==> src/rtl/magic_counter_pkg.sv <==
// Shared types and defaults for the magic-milestone event counter.
// Event tags travel through the event FIFO as 3-bit values.
package magic_counter_pkg;

    typedef enum logic [2:0] {
        EVT_M0   = 3'd0,
        EVT_M1   = 3'd1,
        EVT_M2   = 3'd2,
        EVT_M3   = 3'd3,
        EVT_WRAP = 3'd4
    } evt_id_e;

    localparam int PHASE_W = 3;
    localparam logic [PHASE_W-1:0] PHASE_MAX = 3'd4;

    localparam int          DEF_WIDTH     = 20;
    localparam int unsigned DEF_MAGIC0    = 123456;
    localparam int unsigned DEF_MAGIC1    = 234567;
    localparam int unsigned DEF_MAGIC2    = 345678;
    localparam int unsigned DEF_MAGIC3    = 456789;
    localparam int          DEF_EVT_DEPTH = 4;

endpackage

==> src/rtl/magic_evt_fifo.sv <==
// Small synchronous FIFO for event tags; a write is visible at dout one cycle later.
// Simultaneous push and pop is legal when full and leaves occupancy unchanged.
module magic_evt_fifo #(
    parameter int DEPTH = 4,
    parameter int DW    = 3
) (
    input  logic          clock,
    input  logic          reset_n,
    input  logic          push,
    input  logic [DW-1:0] din,
    input  logic          pop,
    output logic [DW-1:0] dout,
    output logic          full,
    output logic          empty
);

    localparam int AW = $clog2(DEPTH);

    logic [DW-1:0] mem_q [DEPTH];
    logic [DW-1:0] mem_d [DEPTH];
    logic [AW-1:0] wr_q, wr_d;
    logic [AW-1:0] rd_q, rd_d;
    logic [AW:0]   cnt_q, cnt_d;
    logic          push_ok;
    logic          pop_ok;

    assign full  = (cnt_q == (AW+1)'(DEPTH));
    assign empty = (cnt_q == '0);
    assign dout  = mem_q[rd_q];

    // A push into a full FIFO is only accepted when a pop frees the slot this cycle.
    assign push_ok = push && (!full || pop);
    assign pop_ok  = pop && !empty;

    always_comb begin
        mem_d = mem_q;
        wr_d  = wr_q;
        rd_d  = rd_q;
        cnt_d = cnt_q;
        if (push_ok) begin
            mem_d[wr_q] = din;
            wr_d        = wr_q + 1'b1;
        end
        if (pop_ok) begin
            rd_d = rd_q + 1'b1;
        end
        case ({push_ok, pop_ok})
            2'b10:   cnt_d = cnt_q + 1'b1;
            2'b01:   cnt_d = cnt_q - 1'b1;
            default: cnt_d = cnt_q;
        endcase
    end

    always_ff @(posedge clock or negedge reset_n) begin
        if (!reset_n) begin
            mem_q <= '{default: '0};
            wr_q  <= '0;
            rd_q  <= '0;
            cnt_q <= '0;
        end else begin
            mem_q <= mem_d;
            wr_q  <= wr_d;
            rd_q  <= rd_d;
            cnt_q <= cnt_d;
        end
    end

endmodule

==> src/rtl/magic_event_counter.sv <==
// Free-running up-counter that emits a tagged event on each magic milestone and on wrap.
// Events queue in a small FIFO; an event-generating step waits while that FIFO is full.
module magic_event_counter
    import magic_counter_pkg::*;
#(
    parameter int          WIDTH     = DEF_WIDTH,
    parameter int unsigned MAGIC0    = DEF_MAGIC0,
    parameter int unsigned MAGIC1    = DEF_MAGIC1,
    parameter int unsigned MAGIC2    = DEF_MAGIC2,
    parameter int unsigned MAGIC3    = DEF_MAGIC3,
    parameter int          EVT_DEPTH = DEF_EVT_DEPTH
) (
    input  logic               clock,
    input  logic               reset_n,
    input  logic               en,
    output logic [WIDTH-1:0]   count,
    output logic [PHASE_W-1:0] phase,
    output logic               stall,
    output logic               evt_valid,
    input  logic               evt_ready,
    output logic [2:0]         evt_id
);

    localparam logic [WIDTH-1:0] M0 = WIDTH'(MAGIC0);
    localparam logic [WIDTH-1:0] M1 = WIDTH'(MAGIC1);
    localparam logic [WIDTH-1:0] M2 = WIDTH'(MAGIC2);
    localparam logic [WIDTH-1:0] M3 = WIDTH'(MAGIC3);

    logic [WIDTH-1:0]   count_q, count_d;
    logic [PHASE_W-1:0] phase_q, phase_d;
    logic [WIDTH-1:0]   nxt;
    logic               evt_gen;
    evt_id_e            evt_tag;
    logic               fifo_full;
    logic               fifo_empty;
    logic               pop;
    logic               push;
    logic               inc;

    // Decode what the next step would produce; wrap wins because nxt==0 is never a milestone.
    always_comb begin
        nxt     = count_q + 1'b1;
        evt_gen = 1'b1;
        evt_tag = EVT_WRAP;
        if (count_q == '1) begin
            evt_tag = EVT_WRAP;
        end else if (nxt == M0) begin
            evt_tag = EVT_M0;
        end else if (nxt == M1) begin
            evt_tag = EVT_M1;
        end else if (nxt == M2) begin
            evt_tag = EVT_M2;
        end else if (nxt == M3) begin
            evt_tag = EVT_M3;
        end else begin
            evt_gen = 1'b0;
        end
    end

    // Handshake: the head event transfers on any cycle where evt_valid && evt_ready;
    // evt_id is stable while evt_valid is high and no transfer occurs.
    assign evt_valid = !fifo_empty;
    assign pop       = evt_valid && evt_ready;
    assign stall     = en && evt_gen && fifo_full && !pop;
    assign inc       = en && !stall;
    assign push      = inc && evt_gen;

    always_comb begin
        count_d = count_q;
        phase_d = phase_q;
        if (inc) begin
            count_d = nxt;
            if (evt_gen) begin
                if (evt_tag == EVT_WRAP) begin
                    phase_d = '0;
                end else if (phase_q != PHASE_MAX) begin
                    phase_d = phase_q + 1'b1;
                end
            end
        end
    end

    always_ff @(posedge clock or negedge reset_n) begin
        if (!reset_n) begin
            count_q <= '0;
            phase_q <= '0;
        end else begin
            count_q <= count_d;
            phase_q <= phase_d;
        end
    end

    assign count = count_q;
    assign phase = phase_q;

    magic_evt_fifo #(
        .DEPTH (EVT_DEPTH),
        .DW    (3)
    ) u_fifo (
        .clock   (clock),
        .reset_n (reset_n),
        .push    (push),
        .din     (evt_tag),
        .pop     (pop),
        .dout    (evt_id),
        .full    (fifo_full),
        .empty   (fifo_empty)
    );

`ifdef FORMAL
    a_m0_no_skip: assert property (@(posedge clock) disable iff (!reset_n)
        (count_q < M0) |=> (count_q <= M0));
    a_m1_no_skip: assert property (@(posedge clock) disable iff (!reset_n)
        (count_q < M1) |=> (count_q <= M1));
    a_m2_no_skip: assert property (@(posedge clock) disable iff (!reset_n)
        (count_q < M2) |=> (count_q <= M2));
    a_m3_no_skip: assert property (@(posedge clock) disable iff (!reset_n)
        (count_q < M3) |=> (count_q <= M3));
    a_monotonic: assert property (@(posedge clock) disable iff (!reset_n)
        (count_q != '1) |=> (count_q > $past(count_q) || count_q == $past(count_q)));
    a_wrap: assert property (@(posedge clock) disable iff (!reset_n)
        (count_q == '1 && inc) |=> (count_q == '0));
`endif

endmodule

==> config.mk <==
export PLATFORM = sky130hd
export DESIGN_NAME = magic_event_counter
export DESIGN_NICKNAME = d
export VERILOG_FILES = /design/src/rtl/magic_counter_pkg.sv /design/src/rtl/magic_evt_fifo.sv /design/src/rtl/magic_event_counter.sv
export SDC_FILE = /design/constraint.sdc
export NUM_CORES = 1
export LEC_CHECK = 0
export CORE_MARGIN = 4
export CORE_UTILIZATION = 46
export DETAILED_ROUTE_END_ITERATION = 10
export GPL_TIMING_DRIVEN = 0
export PLACE_DENSITY = 0.73
export SLEW_MARGIN = 20
export SYNTH_ARGS = -nofsm -noshare
export SYNTH_HDL_FRONTEND = slang
export SYNTH_HIERARCHICAL = 1
export SYNTH_SLANG_ARGS = --single-unit
==> constraint.sdc <==
create_clock -name clock -period 8 [get_ports clock]
set_clock_uncertainty 0.15 [all_clocks]
set_input_delay 0.8 -clock clock [delete_from_list [all_inputs] [get_ports clock]]
set_output_delay 0.8 -clock clock [all_outputs]
set_load 0.005 [all_outputs]
==> results.cfg, run 1 <==
[drt]
drt_iter0_drc = 113
wl_met1_um = 2810
final_antenna_net_count = 0
wl_met2_um = 2770
drc = 0
wire_per_inst_um = 15.3
drt_wl_total_um = 5890
firstDrtPassIters = 4
vias = 2203
dr_wl_met3_um = 225
viasPerCell = 5.72
highest_layer = met4

[synth]
synth.avg_cell_area_um2 = 10.0
yosys-top-cells-area = dfrtp_1, xnor2_1, ha_1, xor2_1, mux2_2
synth_most_common_cell = dfrtp_1
synth_top_family_by_area = simple AND/OR/NAND/NOR gates
syn_area_um2 = 2740
synthAdderAreaFrac = 0.0620
seq_area_frac_synth = 0.383
synth.top_cells.by_count = dfrtp_1, nand2_1, xnor2_1
async_flop_share = 1.00
synth_simple_gate_area_frac = 0.245
synth_edf_count = 0
synthXorXnorAreaFrac = 0.112
synth_mux_area_frac = 0.0858
synth_compound_area_frac = 0.0776
synth_warnings = 6
yosysTopAreaCellShare = 0.383
netlist_instances = 273
ys_dominant_reg_cell = dfrtp_1
ys_ff_latch = 42
syn-num-nets = 290
synth.largest_area_cell = dfrtp_1
synth_cell_types = 54

[die]
core_area_um2 = 5640
io_pins = 32
fp.dieArea_um2 = 7260
rows = 27
dieHeight_um = 85.2
die_w_um = 85.2
start_util = 0.486

[worst_hold_path]
min_path_type = in2async

[finish]
fin_util = 0.576
drive_gt1_frac = 0.125
area_growth_pct = 18.4
antenna_cells = 0
nNetsFinal = 329

[sta]
rsz0062_at_grt = no
fin_crit_ns = 4.89
final.setup.tns_ns = 0
finalCritPeriodShare = 0.611
fmax_mhz = 205
tightest_slew_ns = 0.524
slew_headroom = 0.649
setup_viol = 0
final_max_slew_viol_count = 0
hold_viol = 0

[power]
clock_power_share = 0.182
ir_worst_vdd_uv = 175
seqPwrFrac = 0.414
p_leak_nw = 1.32
netSwitchingPower_mw = 0.305
combinationalPowerShare = 0.404
powerDensity_nw_per_um2 = 240
swShare = 0.391
power.internal_mw = 0.473

[critical_path]
path_buf_inv = 2
crit_chain = ha_1 > nand3_1 > buf_2 > nor3_1 > xnor2_1 > or3b_1 > nor4_1 > o21ai_0 > and3_1 > nor3b_1 > clkdlybuf4s50_1
path_max_fanout = 10
critPathLaunchType = flop
critPathRequiredTime_ns = 7.05
critPathTopFamily = simple AND/OR/NAND/NOR gates
cpPeakStageDelay_ns = 0.57
cp-end-kind = output pin
worst_path_max_delay_cell = dfrtp_1
cp.arrival_ns = 3.94
critical_path_class = reg2out

[cts]
clk-insertion-delay-late_ns = 0.30
htree_levels = 2
post_cts_buffers = 0
cts_sinks = 42
cts_buffers = 5
ctsHoldBuffers = 0
cts_tree = built
cts_root_buffer = clkbuf_8
clkTransAtPathRegs_ns = 0.09
postCtsResizedCells = 0
cts.path.max_buffers = 2

[grt]
grt_util_all_layers = 0.175
grt_max_degree = 25
grt_pass1_vias = 2162
antenna_found_initial = 0
grt_pass1_wl_um = 10200
grt-ovfl-total = 0

[placement]
io_buffers = 31
post-dp-hpwl_um = 4450
place_congestion = 0.865

[outcome]
outcome = finished clean

[job]
maxCapViolations = 0
## flip-flops by register name, summed over array words and instances (netlist names)
name	cells
phase	3
count	20
u_fifo/cnt_q	3
u_fifo/mem_q	12
u_fifo/rd_q	2
u_fifo/wr_q	2
## worst paths after layout
path | slack [ns] | endpoint | start | depth (start not counted)
hold / removal | 0.28 | count[8]$_DFFE_PN0P_ | reset_n | 1
max in group asynchronous | 6.94 | u_fifo/rd_q[1]$_DFFE_PN0P_ | reset_n | 2
setup reg to reg | 3.43 | u_fifo/cnt_q[2]$_DFFE_PN0P_ | count[0]$_DFFE_PN0P_ | 17
min in group clock | 0.36 | u_fifo/mem_q[4]$_DFFE_PN0P_ | u_fifo/mem_q[4]$_DFFE_PN0P_ | 1
setup / recovery | 3.11 | stall | count[0]$_DFFE_PN0P_ | 11
hold reg to reg | 0.36 | u_fifo/mem_q[4]$_DFFE_PN0P_ | u_fifo/mem_q[4]$_DFFE_PN0P_ | 1
## cell families (layout without fill, tap and decap cells)
group	after synthesis	in the layout
compound gates	32	32
xor+xnor	35	35
fa+ha+maj	13	13
buf+inv	23	63
flops	42	42
mux	18	18
simple gates	110	110
## cell type report
class                      count  area, um2
buffer                         8       37.5
clock buffer                   5       68.8
clock inverter                 3       21.3
fill                         478       2390
inverter                      15       56.3
multi-input combinational    208       1600
sequential                    42       1050
tap                           72       90.1
timing repair buffer          32        325
## cells in the final DEF (no fill, tap or decap), types with 2 or more instances in the layout
cell type / n
nor4_1: 10
o31ai_1: 2
mux2_2: 13
mux4_2: 3
ha_1: 12
nand2_1: 20
clkdlybuf4s50_1: 30
o211ai_1: 2
inv_1: 15
and3_1: 4
clkbuf_1: 4
dfrtp_1: 42
o22ai_1: 2
nor3_1: 17
nand3_1: 7
nand2b_1: 5
clkbuf_8: 5
nand4_1: 3
and2_1: 4
a21boi_0: 2
nand4b_1: 3
and4_1: 3
xnor2_1: 18
buf_2: 4
a31oi_1: 3
xor2_1: 17
o21ai_0: 7
nor2_1: 15
a21oi_1: 5
nor3b_1: 4
o21a_1: 2
o21ai_1: 2
## stage by stage
stage / area [um2] / std cells / total power [mW] / hold WS [ns] / setup slack [ns]
after CTS: 3250 / 385 / 0.787 / 0.298 / 3.08
after detailed placement: 3160 / 377 / 0.642 / 0.341 / 3.46
after global routing: 3250 / 385 / 0.844 / 0.308 / 2.66
final: 3250 / 385 / 0.778 / 0.283 / 3.11
after floorplan: 2740 / 273 / 0.523 / 0.325 / 4.11
after global placement: 3140 / 376 / 0.634 / 0.335 / 3.42
## per-layer routing
metal,GRT usage,vias to the layer above
met3,0.0350,8
met5,0,-
met1,0.240,1092
li1,-,1059
met4,0.0604,0
met2,0.275,44
## power groups by stage
stage / combinational (mW) / sequential, mW / clock (mW)
floorplan: 0.207 / 0.316 / 0
global placement: 0.307 / 0.327 / 0
detailed placement: 0.316 / 0.326 / 0
CTS: 0.318 / 0.323 / 0.146
global route: 0.356 / 0.332 / 0.156
finish: 0.314 / 0.322 / 0.141
No activity file was read; power rests on OpenSTA's default activity.
==> run 2: changes to the inputs <==
- PLACE_DENSITY: 0.73 -> 0.75
- clock period: 8 -> 4.1 ns (I/O delays scaled with it)
==> run 2 against run 1 <==
- sequential share of layout area decreased by 2.3 points
- non-clock buffer count increased by 11
- register-to-register slack got worse by 3.2 ns
- clock-buffer cell count unchanged
- combinational power increased by 130%
- core utilization increased by 5.1 points
- flip-flop and latch count unchanged
- sequential power increased by 98%
- critical path depth increased by 5
- critical path type is now reg2reg
- critical endpoint is now u_fifo/cnt_q[2]$_DFFE_PN0P_
==> results.cfg, run 2 (synthesis gave the netlist of run 1 again) <==
[sta]
fin_crit_ns = 3.88
final.setup.tns_ns = 0
tightest_slew_ns = 0.485
slew_headroom = 0.677
hold_viol = 0
final_max_slew_viol_count = 0
finalCritPeriodShare = 0.947
setup_ws_ns = 0.217
holdWs_ns = 0.363
fmax_mhz = 258
setup_viol = 0

[drt]
viasPerCell = 5.71
drt_wl_total_um = 6480
firstDrtPassIters = 4
drt_iter0_drc = 111
drc = 0
wire_per_inst_um = 16.4
vias = 2261
final_antenna_net_count = 0

[cts]
cts_sinks = 42
cts_buffers = 5
clk-insertion-delay-late_ns = 0.30
cts_root_buffer = clkbuf_8
clkTransAtPathRegs_ns = 0.09
htree_levels = 2
cts.path.max_buffers = 2
cts_tree = built

[critical_path]
startpoint = count[0]$_DFFE_PN0P_
critical_path_class = reg2reg
path_max_fanout = 7
reg2reg_from = count[0]$_DFFE_PN0P_
critPathLaunchType = flop
critPathRequiredTime_ns = 4.13
cp.arrival_ns = 3.92
cp-end-kind = flop

[worst_hold_path]
hold_start = u_fifo/mem_q[1]$_DFFE_PN0P_
min_path_type = reg2reg

[placement]
dpl.cell_count = 377
io_buffers = 31
place_congestion = 0.918
post-dp-hpwl_um = 4410
placed_cell_area_um2 = 3170
pre_cts_slack_ns = -0.435

[finish]
final_common_cell = dfrtp_1
antenna_cells = 0
final_cell_mix = dfrtp_1, clkdlybuf4s50_1, nand2_1
finalNonFillerCells = 396
fin_util = 0.627
design_area_um2 = 3540
largest_reg_flops = 20
nNetsFinal = 340
drive_gt1_frac = 0.256
area_growth_pct = 29.0
num-fill-cells = 433

[grt]
grt_use_met3 = 0.0340
grt_pass1_vias = 2287
busiest_layer = met2
antenna_found_initial = 0
grtUsageMet2 = 0.295
grt-ovfl-total = 0
grt_max_degree = 25
grt_pass1_wl_um = 10800
met1_usage = 0.241
grt_util_all_layers = 0.182

[die]
core_area_um2 = 5640
start_util = 0.486
fp.dieArea_um2 = 7260
dieHeight_um = 85.2
die_w_um = 85.2
rows = 27
io_pins = 32

[power]
total_power_mw = 1.71
p_leak_nw = 1.44
powerDensity_nw_per_um2 = 483
ir_worst_vdd_uv = 365

[job]
maxCapViolations = 0

[outcome]
outcome = finished clean
## run 2: changes by cell type in the layout (fill, tap and decap cells not counted), moves of 3 or more
cell     delta
nor3_2      +4
nor4_2      +3
buf_4      +13
dfrtp_2    +10
o21ai_0     -3
nor3_1      -5
nor4_1      -5
dfrtp_1    -10
## run 2: cell type report
class | count | area, um2 | area share
Inverter | 15 | 56.3 | 0.0159
Sequential cell | 42 | 1060 | 0.301
Multi-Input combinational cell | 208 | 1740 | 0.492
Buffer | 6 | 38.8 | 0.0110
Clock buffer | 5 | 68.8 | 0.0195
Tap cell | 72 | 90.1 | 0.0255
Clock inverter | 3 | 45.0 | 0.0127
Timing Repair Buffer | 45 | 435 | 0.123
## run 2: worst paths after layout
| kind | end | slack [ns] | cells past startpoint |
|---|---|---|---|
| max | u_fifo/cnt_q[2]$_DFFE_PN0P_ | 0.22 | 16 |
| min | u_fifo/mem_q[1]$_DFFE_PN0P_ | 0.36 | 1 |
| max reg2reg | u_fifo/cnt_q[2]$_DFFE_PN0P_ | 0.22 | 16 |
| min reg2reg | u_fifo/mem_q[1]$_DFFE_PN0P_ | 0.36 | 1 |
| max in group asynchronous | count[1]$_DFFE_PN0P_ | 2.87 | 3 |
| min in group asynchronous | count[10]$_DFFE_PN0P_ | 0.44 | 2 |
## run 2: per-layer routing
metal,share of wire,vias up
met5,0,-
met4,0.023,0
met3,0.042,15
met2,0.49,55
met1,0.45,1114
li1,-,1077
## run 2: what timing repair did
action | CTS | global route
hold buffers | 1 | 0
resized for setup | 13 | 31
pin swaps | 3 | 8
endpoints found under the setup margin | 16 | 4
buffers inserted | 8 | 4
endpoints found under the hold margin | 18 | 0
## run 2: critical path, stage by stage, from the launching register on
cell and delay, ns:
dfrtp_2 0.40, buf_4 0.14, nand4_4 0.17, or3_4 0.41, xor2_1 0.15, or4_4 0.54, nor4_4 0.27, o21ai_1 0.14
and3_2 0.25, nor2_4 0.19, nand2b_2 0.11, ha_1 0.23, inv_1 0.07, fa_1 0.18, xor2_1 0.16, nor2_1 0.07
xor2_1 0.14
## run 2: power breakdown
part / internal [mW] / switching (mW)
clock: 0.181 / 0.154
sequential: 0.503 / 0.133
combinational: 0.369 / 0.367
==> run 3: changes to the inputs <==
- SYNTH_HIERARCHICAL: 1 -> not set
==> run 3 against run 2 <==
- core utilization shrank 3.3 points
- first-iteration DRC count rose by 15%
- register-to-register slack better by 0.23 ns
- critical endpoint is now stall
==> results.cfg, run 3 <==
[critical_path]
critPathLaunchType = flop
cp.arrival_ns = 3.41
startpoint = count[1]$_DFFE_PN0P_
path_max_fanout = 6
reg2reg_slack_ns = 0.45
critPathRequiredTime_ns = 3.54
reg2reg_from = count[1]$_DFFE_PN0P_
cp-end-kind = output pin
reg2reg_depth = 13
worstReg2RegEnd = u_fifo.cnt_q[1]$_DFFE_PN0P_
critical_path_class = reg2out

[power]
clock_power_share = 0.278
powerDensity_nw_per_um2 = 407
combinationalPowerShare = 0.333
swShare = 0.340
netSwitchingPower_mw = 0.486
seqPwrFrac = 0.389
power.internal_mw = 0.945
ir_worst_vdd_uv = 327
p_leak_nw = 1.48

[finish]
nNetsFinal = 354
final_common_cell = dfrtp_1
final_cell_mix = dfrtp_1, clkdlybuf4s50_1, nand2_1
design_area_um2 = 3520
finalNonFillerCells = 413
area_growth_pct = 25.3
antenna_cells = 0
drive_gt1_frac = 0.163
largest_reg_flops = 20
num-fill-cells = 512

[synth]
async_flop_share = 1.00
netlist_instances = 291
seq_area_frac_synth = 0.374
yosysTopAreaCellShare = 0.374
ys_ff_latch = 42
synth.top_cells.by_count = dfrtp_1, nand2_1, inv_1, xnor2_1, o21ai_0
syn-num-nets = 308
synth_edf_count = 0
syn_area_um2 = 2810
synth.avg_cell_area_um2 = 9.64
synth_most_common_cell = dfrtp_1
synth_warnings = 0
yosys-top-cells-area = dfrtp_1, xnor2_1, ha_1, xor2_1, nand2_1
synth.largest_area_cell = dfrtp_1
ys_dominant_reg_cell = dfrtp_1
synth_cell_types = 58

[grt]
grt_util_all_layers = 0.194
antenna_found_initial = 0
grt_max_degree = 31
grt-ovfl-total = 0
grt_pass1_vias = 2483
grt_pass1_wl_um = 11600

[sta]
final_max_slew_viol_count = 0
tightest_slew_ns = 0.830
fin_crit_ns = 3.97
finalCritPeriodShare = 0.967
slew_headroom = 0.442
fmax_mhz = 252
final.setup.tns_ns = 0
setup_viol = 0
holdWs_ns = 0.351
setup_ws_ns = 0.133
hold_viol = 0

[drt]
final_antenna_net_count = 0
drt_wl_total_um = 6930
firstDrtPassIters = 4
drc = 0
drt_iter0_drc = 128
wire_per_inst_um = 16.8
vias = 2457
viasPerCell = 5.95

[cts]
clk-insertion-delay-late_ns = 0.30
cts.path.max_buffers = 2
cts_tree = built
cts_buffers = 5
cts_sinks = 42
htree_levels = 2
cts_root_buffer = clkbuf_8
clkTransAtPathRegs_ns = 0.08

[job]
maxCapViolations = 0

[die]
fp.dieArea_um2 = 7410
dieHeight_um = 86.1
core_area_um2 = 5920
start_util = 0.474
rows = 28
die_w_um = 86.1
io_pins = 32

[placement]
placed_cell_area_um2 = 3230
dpl.cell_count = 398
io_buffers = 31
post-dp-hpwl_um = 4900
place_congestion = 0.969
pre_cts_slack_ns = 0.111

[worst_hold_path]
min_path_type = reg2reg
hold_path_end = u_fifo.cnt_q[2]$_DFFE_PN0P_
hold_start = u_fifo.cnt_q[2]$_DFFE_PN0P_
min_path_cells = 1

[outcome]
outcome = finished clean
-- run 3: worst max-delay path by stage --
| stage | endpoint | slack [ns] | depth (start not counted) |
|---|---|---|---|
| floorplan | u_fifo.cnt_q[1]$_DFFE_PN0P_ | 0.49 | 13 |
| global placement | stall | 0.11 | 10 |
| detailed placement | u_fifo.cnt_q[1]$_DFFE_PN0P_ | 0.11 | 13 |
| CTS | stall | 0.04 | 11 |
| global route | stall | -0.01 | 10 |
| finish | stall | 0.13 | 10 |
-- run 3: final cells by class --
type,instances,area [um2],share of cell area
Clock inverter,3,68.8,0.0196
Inverter,19,71.3,0.0203
Multi-Input combinational cell,220,1720,0.490
Timing Repair Buffer,40,388,0.110
Tap cell,75,93.8,0.0267
Buffer,9,47.5,0.0135
Clock buffer,5,68.8,0.0196
Sequential cell,42,1060,0.300
-- run 3: kinds of logic (layout without fill, tap and decap cells) --
logic type,Yosys count,in the layout,synth area share
simple gates,92,92,0.193
flops,42,42,0.374
xor+xnor,35,35,0.109
mux,6,6,0.0374
fa+ha+maj,13,13,0.0606
compound gates,74,74,0.183
buf+inv,29,76,0.0424
-- run 3: power by group through the flow --
stage	sequential [mW]	combinational [mW]	clock [mW]
final	0.557	0.477	0.398
after global routing	0.567	0.518	0.423
after CTS	0.549	0.444	0.407
after detailed placement	0.555	0.409	0
after global placement	0.554	0.397	0
after floorplan	0.546	0.239	0
-- run 3: timing repair --
action / CTS / global route
buffers inserted: 4 / 3
endpoints found under the setup margin: 1 / 3
gates resized for setup: 7 / 13
hold buffers: 1 / 0
pin swaps: 2 / 5
endpoints found under the hold margin: 12 / 0
-- run 3: critical path, cell delays in order (launching register included) --
cell	delay, ns
dfrtp_2	0.42
ha_4	0.18
nand4_2	0.13
or3_4	0.45
or3_1	0.35
a211o_1	0.36
nor4bb_2	0.37
o21ai_2	0.11
nand3_1	0.11
and2_1	0.13
clkdlybuf4s50_1	0.49
-- run 3: metrics by stage --
step,utilization,power (mW)
2_1_floorplan,-,0.785
3_3_place_gp,0.542,0.951
3_5_place_dp,0.545,0.963
4_1_cts,0.580,1.40
5_1_grt,0.594,1.51
6_report,0.594,1.43
-- run 3: metal layers --
layer | GRT usage | up-vias | part of all wire
met5 | 0 | - | 0
met4 | 0.0863 | 0 | 0.015
met3 | 0.0298 | 9 | 0.033
met2 | 0.314 | 52 | 0.49
met1 | 0.257 | 1235 | 0.46
li1 | - | 1161 | -
